File: src/rtl/interrupt_pkg.sv
// interrupt_pkg: step and source encodings plus the default vector low bytes.
// Shared by interrupt_sequencer and control_unit.
package interrupt_pkg;

  typedef enum logic [2:0] {
    STEP_IDLE     = 3'd0,
    STEP_PUSH_PCH = 3'd1,
    STEP_PUSH_PCL = 3'd2,
    STEP_PUSH_P   = 3'd3,
    STEP_VEC_LO   = 3'd4,
    STEP_VEC_HI   = 3'd5
  } int_step_t;

  typedef enum logic [1:0] {
    SRC_RESET = 2'd0,
    SRC_NMI   = 2'd1,
    SRC_BRK   = 2'd2,
    SRC_IRQ   = 2'd3
  } int_src_t;

  localparam logic [7:0] VEC_NMI_DEF   = 8'hFA;
  localparam logic [7:0] VEC_RESET_DEF = 8'hFC;
  localparam logic [7:0] VEC_IRQ_DEF   = 8'hFE;

  // Vector low byte for a source; BRK shares the IRQ vector.
  function automatic logic [7:0] vec_for_src(input int_src_t s,
                                             input logic [7:0] v_nmi,
                                             input logic [7:0] v_reset,
                                             input logic [7:0] v_irq);
    case (s)
      SRC_RESET: return v_reset;
      SRC_NMI:   return v_nmi;
      default:   return v_irq;
    endcase
  endfunction

endpackage

File: src/rtl/interrupt_sequencer_nmi_edge_detect.sv
// nmi_edge_detect: registers nmib, flags a 1->0 transition and holds it as a
// sticky pending bit until the sequencer clears it. A new edge wins over a clear.
module nmi_edge_detect (
  input  logic clk,
  input  logic reset,
  input  logic i_nmib,
  input  logic i_clr,
  output logic o_pending
);

  logic r_nmib_q;
  logic r_pending;
  logic w_fall;

  assign w_fall    = r_nmib_q & ~i_nmib;
  assign o_pending = r_pending;

  // Sample nmib and maintain the sticky pending bit.
  always_ff @(posedge clk) begin
    if (reset) begin
      r_nmib_q  <= 1'b1;
      r_pending <= 1'b0;
    end else begin
      r_nmib_q <= i_nmib;
      if (w_fall)
        r_pending <= 1'b1;
      else if (i_clr)
        r_pending <= 1'b0;
    end
  end

endmodule

File: src/rtl/interrupt_sequencer.sv
// interrupt_sequencer: prioritises reset/NMI/BRK/IRQ and drives the fixed
// 5-step entry sequence (push PCH, PCL, P, fetch vector low, vector high).
// Optional feature: INT_NMI_HIJACK_EN lets a pending NMI take over the vector
// fetch of a BRK/IRQ sequence that is still in its push steps.
//
// state    | meaning
// IDLE     | datapath owned by control_unit, waiting for a start condition
// PUSH_PCH | push PC high byte, SP--
// PUSH_PCL | push PC low byte, SP--
// PUSH_P   | push status byte, SP--
// VEC_LO   | load PCL from vector_low
// VEC_HI   | load PCH from vector_low+1, set I
import interrupt_pkg::*;

module interrupt_sequencer #(
  parameter logic [7:0] VEC_NMI   = VEC_NMI_DEF,
  parameter logic [7:0] VEC_RESET = VEC_RESET_DEF,
  parameter logic [7:0] VEC_IRQ   = VEC_IRQ_DEF
) (
  input  logic       clk,
  input  logic       reset,
  input  logic       nmib,
  input  logic       irqb,
  input  logic       flag_interrupt_disable,
  input  logic       instr_boundary,
  input  logic       brk_request,
  output logic       seq_active,
  output logic [2:0] step,
  output logic [1:0] src,
  output logic       write_en,
  output logic       dec_sp,
  output logic       push_pch,
  output logic       push_pcl,
  output logic       push_p,
  output logic       load_pcl,
  output logic       load_pch,
  output logic [7:0] vector_low,
  output logic       break_flag,
  output logic       set_i,
  output logic       done
);

  localparam logic [2:0] S_IDLE     = STEP_IDLE;
  localparam logic [2:0] S_PUSH_PCH = STEP_PUSH_PCH;
  localparam logic [2:0] S_PUSH_PCL = STEP_PUSH_PCL;
  localparam logic [2:0] S_PUSH_P   = STEP_PUSH_P;
  localparam logic [2:0] S_VEC_LO   = STEP_VEC_LO;
  localparam logic [2:0] S_VEC_HI   = STEP_VEC_HI;

  logic [2:0] r_state;
  logic [2:0] w_state_nxt;
  int_src_t   r_src;
  int_src_t   w_src_nxt;
  logic       r_reset_pend;
  logic       r_done;
  logic [7:0] r_vector_low;
  logic       w_nmi_pending;
  logic       w_nmi_clr;
  logic       w_irq_req;
  logic       w_push;
  logic       w_hijack_take;

  assign w_irq_req = !irqb && !flag_interrupt_disable;

  nmi_edge_detect u_nmi (
    .clk       (clk),
    .reset     (reset),
    .i_nmib    (nmib),
    .i_clr     (w_nmi_clr),
    .o_pending (w_nmi_pending)
  );

`ifdef INT_NMI_HIJACK_EN
  logic r_hijack;

  // A pending NMI is checked at the last push step so edges latched anywhere
  // in the push window are caught; src flips to Nmi on entry to VEC_LO.
  assign w_hijack_take = (r_state == S_PUSH_P) && w_nmi_pending &&
                         ((r_src == SRC_BRK) || (r_src == SRC_IRQ));
  assign w_nmi_clr     = ((r_state == S_PUSH_P) && (r_src == SRC_NMI)) ||
                         ((r_state == S_VEC_LO) && r_hijack);

  // Remember that the current VEC_LO step belongs to a hijacked sequence.
  always_ff @(posedge clk) begin
    if (reset)
      r_hijack <= 1'b0;
    else
      r_hijack <= w_hijack_take;
  end
`else
  assign w_hijack_take = 1'b0;
  assign w_nmi_clr     = (r_state == S_PUSH_P) && (r_src == SRC_NMI);
`endif

  // Next-state and source selection; starts are only taken from IDLE.
  always_comb begin
    w_state_nxt = r_state;
    w_src_nxt   = r_src;
    case (r_state)
      S_IDLE: begin
        if (r_reset_pend) begin
          w_state_nxt = S_PUSH_PCH;
          w_src_nxt   = SRC_RESET;
        end else if (w_nmi_pending && (instr_boundary || brk_request)) begin
          // A BRK decoded while an NMI is pending is absorbed, not replayed.
          w_state_nxt = S_PUSH_PCH;
          w_src_nxt   = SRC_NMI;
        end else if (brk_request) begin
          w_state_nxt = S_PUSH_PCH;
          w_src_nxt   = SRC_BRK;
        end else if (instr_boundary && w_irq_req) begin
          w_state_nxt = S_PUSH_PCH;
          w_src_nxt   = SRC_IRQ;
        end
      end
      S_PUSH_PCH: w_state_nxt = S_PUSH_PCL;
      S_PUSH_PCL: w_state_nxt = S_PUSH_P;
      S_PUSH_P: begin
        w_state_nxt = S_VEC_LO;
        if (w_hijack_take)
          w_src_nxt = SRC_NMI;
      end
      S_VEC_LO:   w_state_nxt = S_VEC_HI;
      S_VEC_HI:   w_state_nxt = S_IDLE;
      default:    w_state_nxt = S_IDLE;
    endcase
  end

  // State, source, vector and done registers.
  always_ff @(posedge clk) begin
    if (reset) begin
      r_state      <= S_IDLE;
      r_src        <= SRC_RESET;
      r_reset_pend <= 1'b1;
      r_vector_low <= VEC_RESET;
      r_done       <= 1'b0;
    end else begin
      r_state <= w_state_nxt;
      r_src   <= w_src_nxt;
      r_done  <= (r_state == S_VEC_HI);
      if ((r_state == S_IDLE) && r_reset_pend)
        r_reset_pend <= 1'b0;
      if (r_state == S_PUSH_P)
        r_vector_low <= vec_for_src(w_src_nxt, VEC_NMI, VEC_RESET, VEC_IRQ);
    end
  end

  assign w_push     = (r_state == S_PUSH_PCH) || (r_state == S_PUSH_PCL) ||
                      (r_state == S_PUSH_P);
  assign seq_active = (r_state != S_IDLE);
  assign step       = r_state;
  assign src        = r_src;
  // Reset entry performs dummy reads on the push steps.
  assign write_en   = w_push && (r_src != SRC_RESET);
  assign dec_sp     = w_push;
  assign push_pch   = (r_state == S_PUSH_PCH);
  assign push_pcl   = (r_state == S_PUSH_PCL);
  assign push_p     = (r_state == S_PUSH_P);
  assign load_pcl   = (r_state == S_VEC_LO);
  assign load_pch   = (r_state == S_VEC_HI);
  assign set_i      = (r_state == S_VEC_HI);
  assign vector_low = r_vector_low;
  assign break_flag = (r_src == SRC_BRK);
  assign done       = r_done;

endmodule

File: config.mk
export PLATFORM = sky130hd
export DESIGN_NAME = interrupt_sequencer
export DESIGN_NICKNAME = d
export VERILOG_FILES = /design/src/rtl/interrupt_pkg.sv /design/src/rtl/interrupt_sequencer_nmi_edge_detect.sv /design/src/rtl/interrupt_sequencer.sv
export SDC_FILE = /design/constraint.sdc
export NUM_CORES = 1
export LEC_CHECK = 0
export CORE_MARGIN = 2
export CORE_UTILIZATION = 33
export CTS_CLUSTER_DIAMETER = 60
export DETAILED_ROUTE_END_ITERATION = 12
export HOLD_SLACK_MARGIN = 0.1
export PLACE_DENSITY_LB_ADDON = 0.2
export SYNTH_ARGS = -nofsm -noshare
export SYNTH_HDL_FRONTEND = slang
export SYNTH_SLANG_ARGS = --single-unit
File: constraint.sdc
create_clock -name clk -period 1.55 [get_ports clk]
set_clock_uncertainty 0.05 [all_clocks]
set_input_delay 0.2325 -clock clk [delete_from_list [all_inputs] [get_ports clk]]
set_output_delay 0.2325 -clock clk [all_outputs]
set_load 0.005 [all_outputs]
# Yosys cells after proc, flatten, opt, wreduce, memory -nomap -nowiden
# Cells that the tools add are included.
word_totals:
  regBits: 17
  inputBits: 7
  out_inout_bits: 24
  wordCells: 47
op_classes:
  n_eq_ne: 9
  muxes: 13
  bitwise_logic: 2
  n_reduce_logical: 16
op_table:
  columns: ["operator", "n"]
  rows:
  - ["3-bit one-hot mux with 5 select lines", 1]
  - ["3-bit two-way mux", 4]
  - ["2-bit two-way mux", 5]
  - ["3-bit by 2-bit equality test with 1-bit output, second input constant", 2]
  - ["3-bit equality test, second input constant", 2]
  - ["1-bit logical AND", 6]
  - ["3-bit one-hot mux with 2 select lines", 1]
  - ["5-bit != test, second input constant", 1]
  - ["2-bit by 1-bit equality test with 1-bit output, second input constant", 2]
  - ["2-bit nonzero test", 2]
  - ["3-bit by 1-bit equality test with 1-bit output, second input constant", 1]
  - ["3-bit logical NOT", 1]
  - ["1-bit logical OR", 3]
  - ["3-bit nonzero test", 1]
  - ["2-bit equality test, second input constant", 1]
  - ["1-bit logical NOT", 2]
  - ["2-bit logical NOT", 1]
  - ["1-bit two-way mux", 2]
  - ["1-bit bitwise AND", 1]
  - ["1-bit inverter", 1]

# Depth between registers and ports, before layout
logic_depth:
  word_depth: 10
  mapped_depth: 6
  ltp_nobuf: 4

# Cells and area by module
# Synthesis repeated with hierarchy kept, for this count alone.
unflattened:
  hier_cells: 67
  area_unflattened_um2: 566.8
by_module_without_submodules:
  columns: ["module", "instances", "cells_per_inst", "area_per_inst_um2", "seq_area_each_um2"]
  rows:
  - ["interrupt_sequencer", 1, 61, 499.2, 180.2]
  - ["nmi_edge_detect", 1, 6, 67.6, 40.0]

# Least setup slack after synthesis
# No wires, ideal clock.
synth_timing:
  path_type: "register -> register"
  from: "register r_state[1] (netlist: step[1])"
  to: "register r_vector_low[1] (netlist: vector_low[1])"
  setup_time_ps: 91
  arrival_time_ps: 1346
  t_required_ps: 1409
  setup_slack_ps: 63
  stages_incl_launch_ff: 7
  n_path_buf: 2
  period_less_slack_ps: 1487
  path_cell_list: "dfxtp_1 buf_6 or3_4 buf_6 a21oi_1 o22ai_1 a311oi_1"
synth_between:
  elab_chain_len: 4
  word_cells_on_any_way: 6
  cone_classes: "eq/ne: 2; mux: 2; reduce/logical: 2"
synth_rtl:
  columns: ["element", "line_no", "source"]
  rows:
  - ["start, declared", "interrupt_sequencer.sv:50", "logic [2:0] r_state;"]
  - ["start signal, assigned", "interrupt_sequencer.sv:138", "r_state <= w_state_nxt;"]
  - ["3-bit logical NOT", "interrupt_sequencer.sv:99", "case (r_state)"]
  - ["2-bit two-way mux", null, null]
  - ["2-bit by 1-bit equality test with 1-bit output / 2-bit logical NOT (equally long branches)", "interrupt_pkg.sv:30", "case (s)"]
  - ["3-bit one-hot mux with 2 select lines", "interrupt_pkg.sv:30", null]
  - ["end signal, assigned", "interrupt_sequencer.sv:144", "r_vector_low <= vec_for_src(w_src_nxt, VEC_NMI, VEC_RESET, VEC_IRQ);"]
  - ["end, declared", "interrupt_sequencer.sv:56", "logic [7:0] r_vector_low;"]
# Parallel ways exist; a longest one is shown, timed or not.
# A chain may end at the register's enable or synchronous reset.

# Worst setup path after layout
layout_timing:
  from: "register r_state[2] (netlist: step[2])"
  to: "register r_vector_low[1] (netlist: vector_low[1])"
# Same word-level chain as after synthesis.

==> impl_metrics.tcl <==
set metrics [dict create \
    status "complete, but fails checks" \
    violations "negative setup slack" \
    numCtsBuffers 3 \
    worst_hold_slack_after_final_layout_ns 0.453 \
    post-route-period-util_pct 105 \
    final_layout_size_suffix_gt1_share_pct 35.0 \
    asyncSetResetFlopFracSynth_pct 0 \
    first_pass_grt_wire_length_um 1900 \
    area.growth.synth_to_final_pct 65.7 \
    timing.max_cap.violations 0 \
    setup_violations 2 \
    clock_sink_count 11 \
    portBuffers 24 \
    final.setup.worst_slack_ns -0.0710 \
    synth_seq_area_share_pct 38.7 \
    antenna_cells_inserted 0 \
    yosys_register_bits 11 \
    sw_frac_of_total_pct 28.0 \
    timing.final.max_slew_violations 0 \
    die_area_um2 2070 \
    multi_input_comb_area_um2 288 \
    routed_wire_length_per_instance_um 10.9 \
    post-layout-total-power_mw 0.851 \
    place.detailed.hpwl_um 834 \
    grt_antenna_before_repair 0 \
    netlist_instances 65 \
    critical_path.endpoint_type "flop" \
    clock_tree.buffer_depth 2 \
    worst_ep_required_time_ns 1.69 \
    total_standard_cell_area_after_synthesis_um2 569 \
    share_comb_of_total_power_pct 36.8 \
    grt_start_max_net_pins 9 \
    synth-warning-count 0 \
    dp_slack_ns -0.198 \
    final.fill_count 151 \
    first_global_vias 476 \
    post-route-min-period_ns 1.62 \
    total_leakage_power_nw 0.463 \
    cts_max_level 1 \
    seq_power_share_pct 40.0 \
    placement_rows 15 \
    grt_setup_unrepaired "yes" \
    clock_tree_from_tritoncts "done" \
    final_net_count 108 \
    vdd_drop_max_v 0.000568 \
    path_clk_slew_ns 0.07 \
    ys.flop_type "sky130_fd_sc_hd__dfxtp_1" \
    timing.critical_path.from_type "flop" \
    antenna_violating_nets_post_route 0 \
    die_width_um 45.5 \
    gp_congestion 0.734 \
    final_core_utilization_pct 56.5 \
    crit_path_dat_ns 1.76 \
    totalWireLength_um 1280 \
    initial_drc_count 1 \
    drt_pass1_iterations 2 \
    clk-insertion-delay-late_ns 0.27 \
    fmaxAchievable_ghz 0.617 \
    dieHeight_um 45.5 \
    switchingPower_mw 0.239 \
    timing.hold.worst.class "flop to flop" \
    routed-via-count 552 \
    count_of_flip_flops_with_a_built_in_enable_after_synthesis 0 \
    power_density_nw_per_um2 902 \
    worst-path-max-fanout 6 \
    p_int_mw 0.613 \
    drc 0 \
    criticalPathCategory "flop to flop" \
    tns_ns -0.0765 \
    post_drt_via_cell_ratio 4.72 \
    post_synthesis_area_per_instance_um2 8.76 \
    power.clock.fraction_pct 23.2 \
    boundaryPins 31 \
    cts.root.buffer_cell "sky130_fd_sc_hd__clkbuf_4" \
    synth_cell_types 28 \
    globalRouteOverflowTotal 0 \
    layout.area.seq_um2 234 \
    fp.coreArea_um2 1670 \
    gr-usage-all-layers_pct 13.1 \
    floorplan.initialDensity_pct 34.1 \
    holdBufCountCts 0 \
    report.final.hold_viol_count 0 \
]
[flip-flops by register name, summed over array words and instances, names as in the netlist]
register,count
src,2
u_nmi.r_nmib_q,1
r_reset_pend,1
vector_low,2
step,3
done,1
u_nmi.o_pending,1
[synth_stat cells (2+ instances only)]
cell type | number | area share, %
sky130_fd_sc_hd__dfxtp_1 | 11 | 39
sky130_fd_sc_hd__buf_4 | 9 | 12
sky130_fd_sc_hd__nor2_1 | 8 | 5.3
sky130_fd_sc_hd__a21oi_1 | 4 | 3.5
sky130_fd_sc_hd__nor2b_1 | 3 | 3.3
sky130_fd_sc_hd__and3b_2 | 2 | 3.5
sky130_fd_sc_hd__buf_6 | 2 | 4.0
sky130_fd_sc_hd__conb_1 | 2 | 1.3
sky130_fd_sc_hd__inv_1 | 2 | 1.3
sky130_fd_sc_hd__nor3b_1 | 2 | 2.6
sky130_fd_sc_hd__o21ai_0 | 2 | 1.8
sky130_fd_sc_hd__o22ai_1 | 2 | 2.2
[power groups by stage]
stage | registers [mW] | logic (mW) | clock network, mW
CTS | 0.338 | 0.286 | 0.204
global route | 0.344 | 0.339 | 0.217
global placement | 0.345 | 0.248 | 0
detailed placement | 0.345 | 0.249 | 0
floorplan | 0.336 | 0.146 | 0
finish | 0.340 | 0.313 | 0.198
[path summary, 6_finish.rpt]
kind	from	to	slack [ns]	cells after the start
setup / recovery	step[2]	vector_low[1]	-0.07	6
hold / removal	vector_low[2]	vector_low[2]	0.45	2
setup reg to reg	step[2]	vector_low[1]	-0.07	6
hold reg to reg	vector_low[2]	vector_low[2]	0.45	2
[kinds of logic (layout without fill, tap and decap cells)]
logic type	after synthesis	count (layout)	share of synthesized area, %
buf+inv	14	45	17.8
flops	11	11	38.7
other cells	2	6	1.32
xor+xnor	1	1	1.54
simple gates	25	25	27.3
compound gates	12	12	13.4
[cell type report]
| type | count | share of cell area [%] |
|---|---|---|
| Clock buffer | 4 | 2.79 |
| Inverter | 2 | 0.796 |
| Multi-Input combinational cell | 44 | 30.5 |
| Sequential cell | 11 | 24.8 |
| Tap cell | 17 | 2.25 |
| Timing Repair Buffer | 39 | 38.9 |
[placed cells by master, fill, tap and decap left out, types with 3 or more instances in the layout]
cell,Yosys,final
sky130_fd_sc_hd__clkbuf_4,0,3
sky130_fd_sc_hd__nor2b_1,3,3
sky130_fd_sc_hd__nor2_1,8,6
sky130_fd_sc_hd__dfxtp_1,11,6
sky130_fd_sc_hd__conb_1,2,6
sky130_fd_sc_hd__buf_4,9,11
sky130_fd_sc_hd__dlygate4sd2_1,0,6
sky130_fd_sc_hd__clkdlybuf4s50_1,0,13
sky130_fd_sc_hd__buf_6,2,5
sky130_fd_sc_hd__dfxtp_4,0,3
[worst max-delay path, stage by stage, from the launching register on]
cell	delay, ns
sky130_fd_sc_hd__dfxtp_4	0.37
sky130_fd_sc_hd__buf_6	0.11
sky130_fd_sc_hd__or3_4	0.39
sky130_fd_sc_hd__buf_6	0.14
sky130_fd_sc_hd__a21oi_2	0.12
sky130_fd_sc_hd__o22ai_2	0.11
sky130_fd_sc_hd__a311oi_1	0.24
[per-stage QoR]
step / instances / instance area [um^2]
4_1_cts: 115 / 883
3_3_place_gp: 104 / 797
2_1_floorplan: 69 / 584
5_1_grt: 117 / 943
3_5_place_dp: 104 / 797
6_report: 117 / 943
[layer usage]
layer,wire (um),vias up,global-route usage (%)
met5,0,-,0
met4,35,0,10.6
met3,93,5,2.78
met2,582,21,21.7
met1,566,249,14.0
li1,-,277,-
[timing repair]
| item | in CTS | in global routing |
|---|---|---|
| resized for setup | 21 | 14 |
| hold endpoints to repair | 0 | 0 |
| cloned | 0 | 0 |
| pin swaps | 4 | 3 |
| buffers inserted | 7 | 2 |
| endpoints found under the setup margin | 13 | 8 |
Power figures use the tool's default switching activity.
